File: config.mk
export PLATFORM = sky130hd
export DESIGN_NAME = i2c_eeprom_ctrl
export DESIGN_NICKNAME = d
export VERILOG_FILES = /design/src/rtl/i2c_eeprom_ctrl_pkg.sv /design/src/rtl/i2c_bus_sync.sv /design/src/rtl/i2c_eeprom_ctrl.sv
export SDC_FILE = /design/constraint.sdc
export NUM_CORES = 1
export LEC_CHECK = 0
export ABC_AREA = 1
export CELL_PAD_IN_SITES_DETAIL_PLACEMENT = 1
export CELL_PAD_IN_SITES_GLOBAL_PLACEMENT = 1
export CORE_MARGIN = 1
export CORE_UTILIZATION = 41
export CTS_CLUSTER_DIAMETER = 30
export CTS_CLUSTER_SIZE = 40
export DETAILED_ROUTE_END_ITERATION = 8
export PLACE_DENSITY = 0.79
export SLEW_MARGIN = 25
export SYNTH_ARGS = -nofsm -noshare
export SYNTH_HDL_FRONTEND = slang
export SYNTH_SLANG_ARGS = --single-unit
export TNS_END_PERCENT = 1
File: constraint.sdc
create_clock -name clk -period 2.2 [get_ports clk]
set_input_delay 0.66 -clock clk [delete_from_list [all_inputs] [get_ports clk]]
set_output_delay 0.66 -clock clk [all_outputs]
set_load 0.01 [all_outputs]
File: src/rtl/i2c_eeprom_ctrl_pkg.sv
// Shared types and defaults for the I2C EEPROM-style slave controller.
package i2c_eeprom_ctrl_pkg;

  localparam logic [3:0] DevIdHiDefault = 4'b1000;

  typedef enum logic [3:0] {
    StIdle,
    StDevAddr,
    StDevAck,
    StWordAddr,
    StWaAck,
    StWrData,
    StWrAck,
    StRdLoad,
    StRdData,
    StRdMack
  } state_e;

endpackage

File: src/rtl/i2c_bus_sync.sv
// Synchronises SCL/SDA into the clk domain and flags SCL edges and START/STOP conditions.
module i2c_bus_sync (
  input  logic clk_i,
  input  logic rst_ni,
  input  logic scl_i,
  input  logic sda_i,
  output logic sda_o,
  output logic scl_rise_o,
  output logic scl_fall_o,
  output logic start_o,
  output logic stop_o
);

  // [0] metastability flop, [1] synchronised value, [2] history
  logic [2:0] scl_q, sda_q;

  always_ff @(posedge clk_i or negedge rst_ni) begin
    if (!rst_ni) begin
      scl_q <= '1;
      sda_q <= '1;
    end else begin
      scl_q <= {scl_q[1:0], scl_i};
      sda_q <= {sda_q[1:0], sda_i};
    end
  end

  assign sda_o      = sda_q[1];
  assign scl_rise_o = scl_q[1] & ~scl_q[2];
  assign scl_fall_o = ~scl_q[1] & scl_q[2];
  assign start_o    = scl_q[1] & scl_q[2] & sda_q[2] & ~sda_q[1];
  assign stop_o     = scl_q[1] & scl_q[2] & ~sda_q[2] & sda_q[1];

endmodule

File: src/rtl/i2c_eeprom_ctrl.sv
// I2C slave front-end for a byte-wide storage array: device/word addressing, sequential
// writes and reads with an auto-incrementing pointer.
module i2c_eeprom_ctrl
  import i2c_eeprom_ctrl_pkg::*;
#(
  parameter logic [3:0]  DEV_ID_HI = DevIdHiDefault,
  parameter int unsigned MEM_AW    = 8
) (
  input  logic              clk,
  input  logic              reset_n,
  input  logic              scl_i,
  input  logic              sda_i,
  output logic              sda_oe,
  input  logic              a2,
  input  logic              a1,
  input  logic              a0,
  output logic [MEM_AW-1:0] mem_addr,
  output logic [7:0]        mem_wdata,
  output logic              mem_we,
  output logic              mem_re,
  input  logic [7:0]        mem_rdata,
  output logic              busy
);

  logic sda_s, scl_rise, scl_fall, start_det, stop_det;

  i2c_bus_sync u_bus_sync (
    .clk_i      (clk),
    .rst_ni     (reset_n),
    .scl_i      (scl_i),
    .sda_i      (sda_i),
    .sda_o      (sda_s),
    .scl_rise_o (scl_rise),
    .scl_fall_o (scl_fall),
    .start_o    (start_det),
    .stop_o     (stop_det)
  );

  state_e              state_q, state_d;
  logic [2:0]          bit_cnt_q, bit_cnt_d;
  logic [7:0]          shift_q, shift_d;
  logic [MEM_AW-1:0]   ptr_q, ptr_d;
  logic                rw_q, rw_d;
  logic                busy_q, busy_d;
  logic                sda_oe_q, sda_oe_d;
  logic [1:0]          ld_cnt_q, ld_cnt_d;
  logic                mem_we_q, mem_we_d;
  logic                mem_re_q, mem_re_d;
  logic [MEM_AW-1:0]   mem_addr_q, mem_addr_d;
  logic [7:0]          mem_wdata_q, mem_wdata_d;
  logic [7:0]          rx_byte;

  always_comb begin
    state_d     = state_q;
    bit_cnt_d   = bit_cnt_q;
    shift_d     = shift_q;
    ptr_d       = ptr_q;
    rw_d        = rw_q;
    busy_d      = busy_q;
    sda_oe_d    = sda_oe_q;
    ld_cnt_d    = ld_cnt_q;
    mem_we_d    = 1'b0;
    mem_re_d    = 1'b0;
    mem_addr_d  = mem_addr_q;
    mem_wdata_d = mem_wdata_q;
    rx_byte     = {shift_q[6:0], sda_s};

    if (stop_det) begin
      state_d   = StIdle;
      sda_oe_d  = 1'b0;
      busy_d    = 1'b0;
      bit_cnt_d = '0;
    end else if (start_det) begin
      state_d   = StDevAddr;
      sda_oe_d  = 1'b0;
      bit_cnt_d = '0;
    end else begin
      case (state_q)
        StIdle: ;
        StDevAddr: begin
          if (scl_rise) begin
            shift_d   = rx_byte;
            bit_cnt_d = bit_cnt_q + 3'd1;
            if (bit_cnt_q == 3'd7) begin
              if (rx_byte[7:1] == {DEV_ID_HI, a2, a1, a0}) begin
                state_d = StDevAck;
                busy_d  = 1'b1;
                rw_d    = rx_byte[0];
              end else begin
                state_d = StIdle;
                busy_d  = 1'b0;
              end
            end
          end
        end
        StDevAck: begin
          if (scl_fall && !sda_oe_q) begin
            sda_oe_d = 1'b1;
          end else if (scl_rise && sda_oe_q && rw_q) begin
            // Fetch during the ACK high phase so the MSB is ready at its falling edge.
            state_d    = StRdLoad;
            mem_re_d   = 1'b1;
            mem_addr_d = ptr_q;
            ld_cnt_d   = 2'd0;
          end else if (scl_fall && sda_oe_q) begin
            sda_oe_d  = 1'b0;
            state_d   = StWordAddr;
            bit_cnt_d = '0;
          end
        end
        StWordAddr: begin
          if (scl_rise) begin
            shift_d   = rx_byte;
            bit_cnt_d = bit_cnt_q + 3'd1;
            if (bit_cnt_q == 3'd7) begin
              ptr_d   = MEM_AW'(rx_byte);
              state_d = StWaAck;
            end
          end
        end
        StWaAck, StWrAck: begin
          if (scl_fall) begin
            if (!sda_oe_q) begin
              sda_oe_d = 1'b1;
            end else begin
              sda_oe_d  = 1'b0;
              state_d   = StWrData;
              bit_cnt_d = '0;
            end
          end
        end
        StWrData: begin
          if (scl_rise) begin
            shift_d   = rx_byte;
            bit_cnt_d = bit_cnt_q + 3'd1;
            if (bit_cnt_q == 3'd7) begin
              mem_we_d    = 1'b1;
              mem_addr_d  = ptr_q;
              mem_wdata_d = rx_byte;
              ptr_d       = ptr_q + 1'b1;
              state_d     = StWrAck;
            end
          end
        end
        StRdLoad: begin
          if (ld_cnt_q == 2'd0) begin
            ld_cnt_d = 2'd1;
          end else if (ld_cnt_q == 2'd1) begin
            shift_d  = mem_rdata;
            ptr_d    = ptr_q + 1'b1;
            ld_cnt_d = 2'd2;
          end else if (scl_fall) begin
            state_d   = StRdData;
            sda_oe_d  = ~shift_q[7];
            bit_cnt_d = '0;
          end
        end
        StRdData: begin
          if (scl_fall) begin
            bit_cnt_d = bit_cnt_q + 3'd1;
            if (bit_cnt_q == 3'd7) begin
              state_d  = StRdMack;
              sda_oe_d = 1'b0;
            end else begin
              shift_d  = {shift_q[6:0], 1'b0};
              sda_oe_d = ~shift_q[6];
            end
          end
        end
        StRdMack: begin
          if (scl_rise) begin
            if (!sda_s) begin
              state_d    = StRdLoad;
              mem_re_d   = 1'b1;
              mem_addr_d = ptr_q;
              ld_cnt_d   = 2'd0;
            end else begin
              state_d = StIdle;
              busy_d  = 1'b0;
            end
          end
        end
        default: state_d = StIdle;
      endcase
    end
  end

  always_ff @(posedge clk or negedge reset_n) begin
    if (!reset_n) begin
      state_q     <= StIdle;
      bit_cnt_q   <= '0;
      shift_q     <= '0;
      ptr_q       <= '0;
      rw_q        <= 1'b0;
      busy_q      <= 1'b0;
      sda_oe_q    <= 1'b0;
      ld_cnt_q    <= '0;
      mem_we_q    <= 1'b0;
      mem_re_q    <= 1'b0;
      mem_addr_q  <= '0;
      mem_wdata_q <= '0;
    end else begin
      state_q     <= state_d;
      bit_cnt_q   <= bit_cnt_d;
      shift_q     <= shift_d;
      ptr_q       <= ptr_d;
      rw_q        <= rw_d;
      busy_q      <= busy_d;
      sda_oe_q    <= sda_oe_d;
      ld_cnt_q    <= ld_cnt_d;
      mem_we_q    <= mem_we_d;
      mem_re_q    <= mem_re_d;
      mem_addr_q  <= mem_addr_d;
      mem_wdata_q <= mem_wdata_d;
    end
  end

  assign sda_oe    = sda_oe_q;
  assign busy      = busy_q;
  assign mem_we    = mem_we_q;
  assign mem_re    = mem_re_q;
  assign mem_addr  = mem_addr_q;
  assign mem_wdata = mem_wdata_q;

endmodule

==> metrics.txt <==
worst slack, placed=between 100 and 150 ps; htree depth=2; CP Capture Type=output pin; pwr/cell area=881 mW/mm^2; Final #Nets=approximately 470; post-detailed-route count of antenna-violating nets=0; RSZ-0062 raised after global routing=no; Inserted Diodes=0; Post-synth top cells=nand2_1 (141), dfrtp_1 (46), inv_1 (41); crit path DAT=1370 ps; register area=approximately 0.0013 sq mm; Post-CTS Resized=0; gr usage total=between 20% and 30%; TritonCTS Sinks=52; Pleak=1.81 nW; TritonCTS clock tree=built; mean routed wirelength per cell=~15 um; Vias/cell=roughly 5.1; Placed Cells=538; mapped cell area=just over 0.003 sq mm; crit share post-route=between 90% and 100%; multi-input logic area=0.00149 sq mm; Hold WC Path Type=input port to async pin; Crit Path Max Fanout=6; site row count=30; Synth Instances=410; most frequent cell after synthesis=nand2_1; DP Wirelength=about 6.4 mm; Yosys Warn Count=0; synth top area cells=dfrtp_1 (38%), nand2_1 (18%), dfstp_2 (5.2%); TritonRoute pass-1 iters=4; crit path to=sda_oe; Hold Vio Cnt, Final=0; Worst path slowest cell=clkdlybuf4s50_1; Max IR drop VDD=~0.42 mV; Avg Inst Size Synth=7.36 sq um; worst-margin pin slew=481 ps; max cap viols=0; R2R depth=11; DRT iter0 DRCs=approximately 180; largest net degree at the start of global routing=53; cell taking the most area after synthesis=dfrtp_1; Hold Slack=321 ps; final cell count without fillers=approximately 550; Setup crit start kind=register; status=finished, final reports clean; Final Skew=just over 10 ps; Pins Over Slew Limit=0; Slew HR=67.8%; post-synth cell types=33; # setup viols final=0; setup TNS=0 ps; Filler cells=903; Post-synth EDFFs=0; Final Wtd Congestion=around 0.91; CTS Buf Count=5; Critical Path RT=1540 ps; port bufs=34; Yosys reg bits=between 50 and 60; vias in the first global route=2878; Clock Path Buffers=2; clock root cell=clkbuf_8; total core area=0.00694 sq mm; cell family with most CP delay=buffers and inverters; Reg clk slew, reported paths=~100 ps; post-synthesis sequential area ratio=a little over two fifths; worst path bufs/invs=1; Post-synth ARST share=between 90% and 100%; chip height=slightly below 90 um; total grt overflow=0; critical path class=register to output pin; layout cells sized above 1=between 10% and 20%; Worst-Skew Late Latency=between 300 and 400 ps; CP Depth=1; antenna violations before repair=0; initial core utilization=between 40 and 50%; final worst setup slack=about 170 ps; RR Endpoint=state_q[3]$_DFFE_PN0P_; post-CTS setup buffers=0; die footprint=about 0.0077 sq mm; P&R area growth vs syn=18.4%; Primary FF master, synth=dfrtp_1; Tmin final=2030 ps; CP peak stage delay=between 500 and 600 ps; cells along the critical path=clkdlybuf4s50_1; DR vias=between 2k and 3k; FF-to-FF setup slack=260 ps; Synth top area share=a little under two fifths; # IOs=35; Mapped Nets=roughly 430; Die Wd=between 80 and 90 um; DR DRC count=0; Routed WL=about 8 mm; Fmax achieved=around 490 MHz; total power=roughly 3.1 mW; first-pass GRT wire length=around 14 mm; FF-to-FF Start=state_q[1]$_DFFE_PN0P_; hold_buf cts=0; Crit. Startpoint=sda_oe$_DFFE_PN0P_
## kinds of logic (layout without fill, tap and decap cells)
family,after synthesis,in the layout,synth area share [%]
AND/OR/NAND/NOR,240,240,35.7
AO/OA/AOI/OAI,57,57,11.4
buffers and inverters,55,95,7.42
flip-flops,52,52,43.4
adder cells (fa/ha/maj),3,3,1.24
XOR/XNOR,2,2,0.581
multiplexers,1,1,0.332
## worst min path at each step
| stage | from | endpoint | slack [ps] | depth (start not counted) |
|---|---|---|---|---|
| 4_1_cts | reset_n | mem_we$_DFF_PN0_ | 340 | 2 |
| 3_5_place_dp | u_bus_sync.scl_q[0]$_DFF_PN1_ | u_bus_sync.scl_q[1]$_DFF_PN1_ | 350 | 0 |
| 3_3_place_gp | u_bus_sync.scl_q[0]$_DFF_PN1_ | u_bus_sync.scl_q[1]$_DFF_PN1_ | 350 | 0 |
| 6_report | reset_n | mem_we$_DFF_PN0_ | 320 | 2 |
| 2_1_floorplan | u_bus_sync.scl_q[0]$_DFF_PN1_ | u_bus_sync.scl_q[1]$_DFF_PN1_ | 350 | 0 |
| 5_1_grt | reset_n | mem_wdata[4]$_DFFE_PN0P_ | 350 | 2 |
## layer usage
metal  vias to the layer above  wire [um]  global-route usage (%)
li1                       1384          -                       -
met1                      1341       3900                    31.5
met2                        36       4060                    41.1
met3                         8        168                    2.54
met4                         0         96                    5.51
met5                         -          0                       0
## cell usage in the layout (no fill, tap or decap)
cell type          n
nand2_1          141
dfrtp_1           46
inv_1             41
nor2_1            34
clkdlybuf4s50_1   33
nand3_1           30
o21ai_0           30
o21ai_2           13
a21oi_1            8
inv_2              7
nand4_1            7
clkbuf_8           6
dfstp_2            6
nor2_2             5
nand2_2            5
nor3_1             4
buf_4              4
nor2_4             3
o21ai_1            3
ha_1               3
nor3_2             2
nand3b_1           2
o22ai_1            2
xor2_1             2
nand2_4            1
nand3_4            1
o22ai_2            1
nor3_4             1
nand3_2            1
nand2b_1           1
nor4_1             1
mux2i_1            1
or2_2              1
clkbuf_1           1
clkinvlp_4         1
buf_2              1
buf_12             1
## metrics by stage
step | util (%) | cell area [sq um]
2_1_floorplan | - | 3020
3_3_place_gp | 50.1 | 3480
3_5_place_dp | 50.1 | 3480
4_1_cts | 51.5 | 3570
5_1_grt | 51.5 | 3570
6_report | 51.5 | 3570
## flip-flops by register name, indices dropped and copies added, names as in the netlist
| signal | count |
|---|---|
| u_bus_sync.scl_q | 3 |
| mem_we | 1 |
| mem_addr | 8 |
| ptr_q | 8 |
| mem_re | 1 |
| mem_wdata | 8 |
| bit_cnt_q | 3 |
| sda_oe | 1 |
| ld_cnt_q | 2 |
| rw_q | 1 |
| busy | 1 |
| shift_q | 8 |
| state_q | 4 |
| u_bus_sync.sda_q | 3 |
## area by class of cell
cell class	instances	share of cell area, %
Clock buffer	7	2.42
Clock inverter	1	0.210
Inverter	48	5.04
Multi-Input combinational cell	303	41.6
Sequential cell	52	36.6
Tap cell	96	3.36
Timing Repair Buffer	39	10.8
## power breakdown
group | switching, mW | leakage [nW] | total (mW) | internal [mW]
Sequential | 0.205 | 0.675 | 1.39 | 1.18
Clock | 0.332 | 0.0445 | 0.589 | 0.257
Combinational | 0.720 | 1.09 | 1.17 | 0.451
Total | 1.26 | 1.81 | 3.15 | 1.89
No activity file was read; power rests on OpenSTA's default activity.
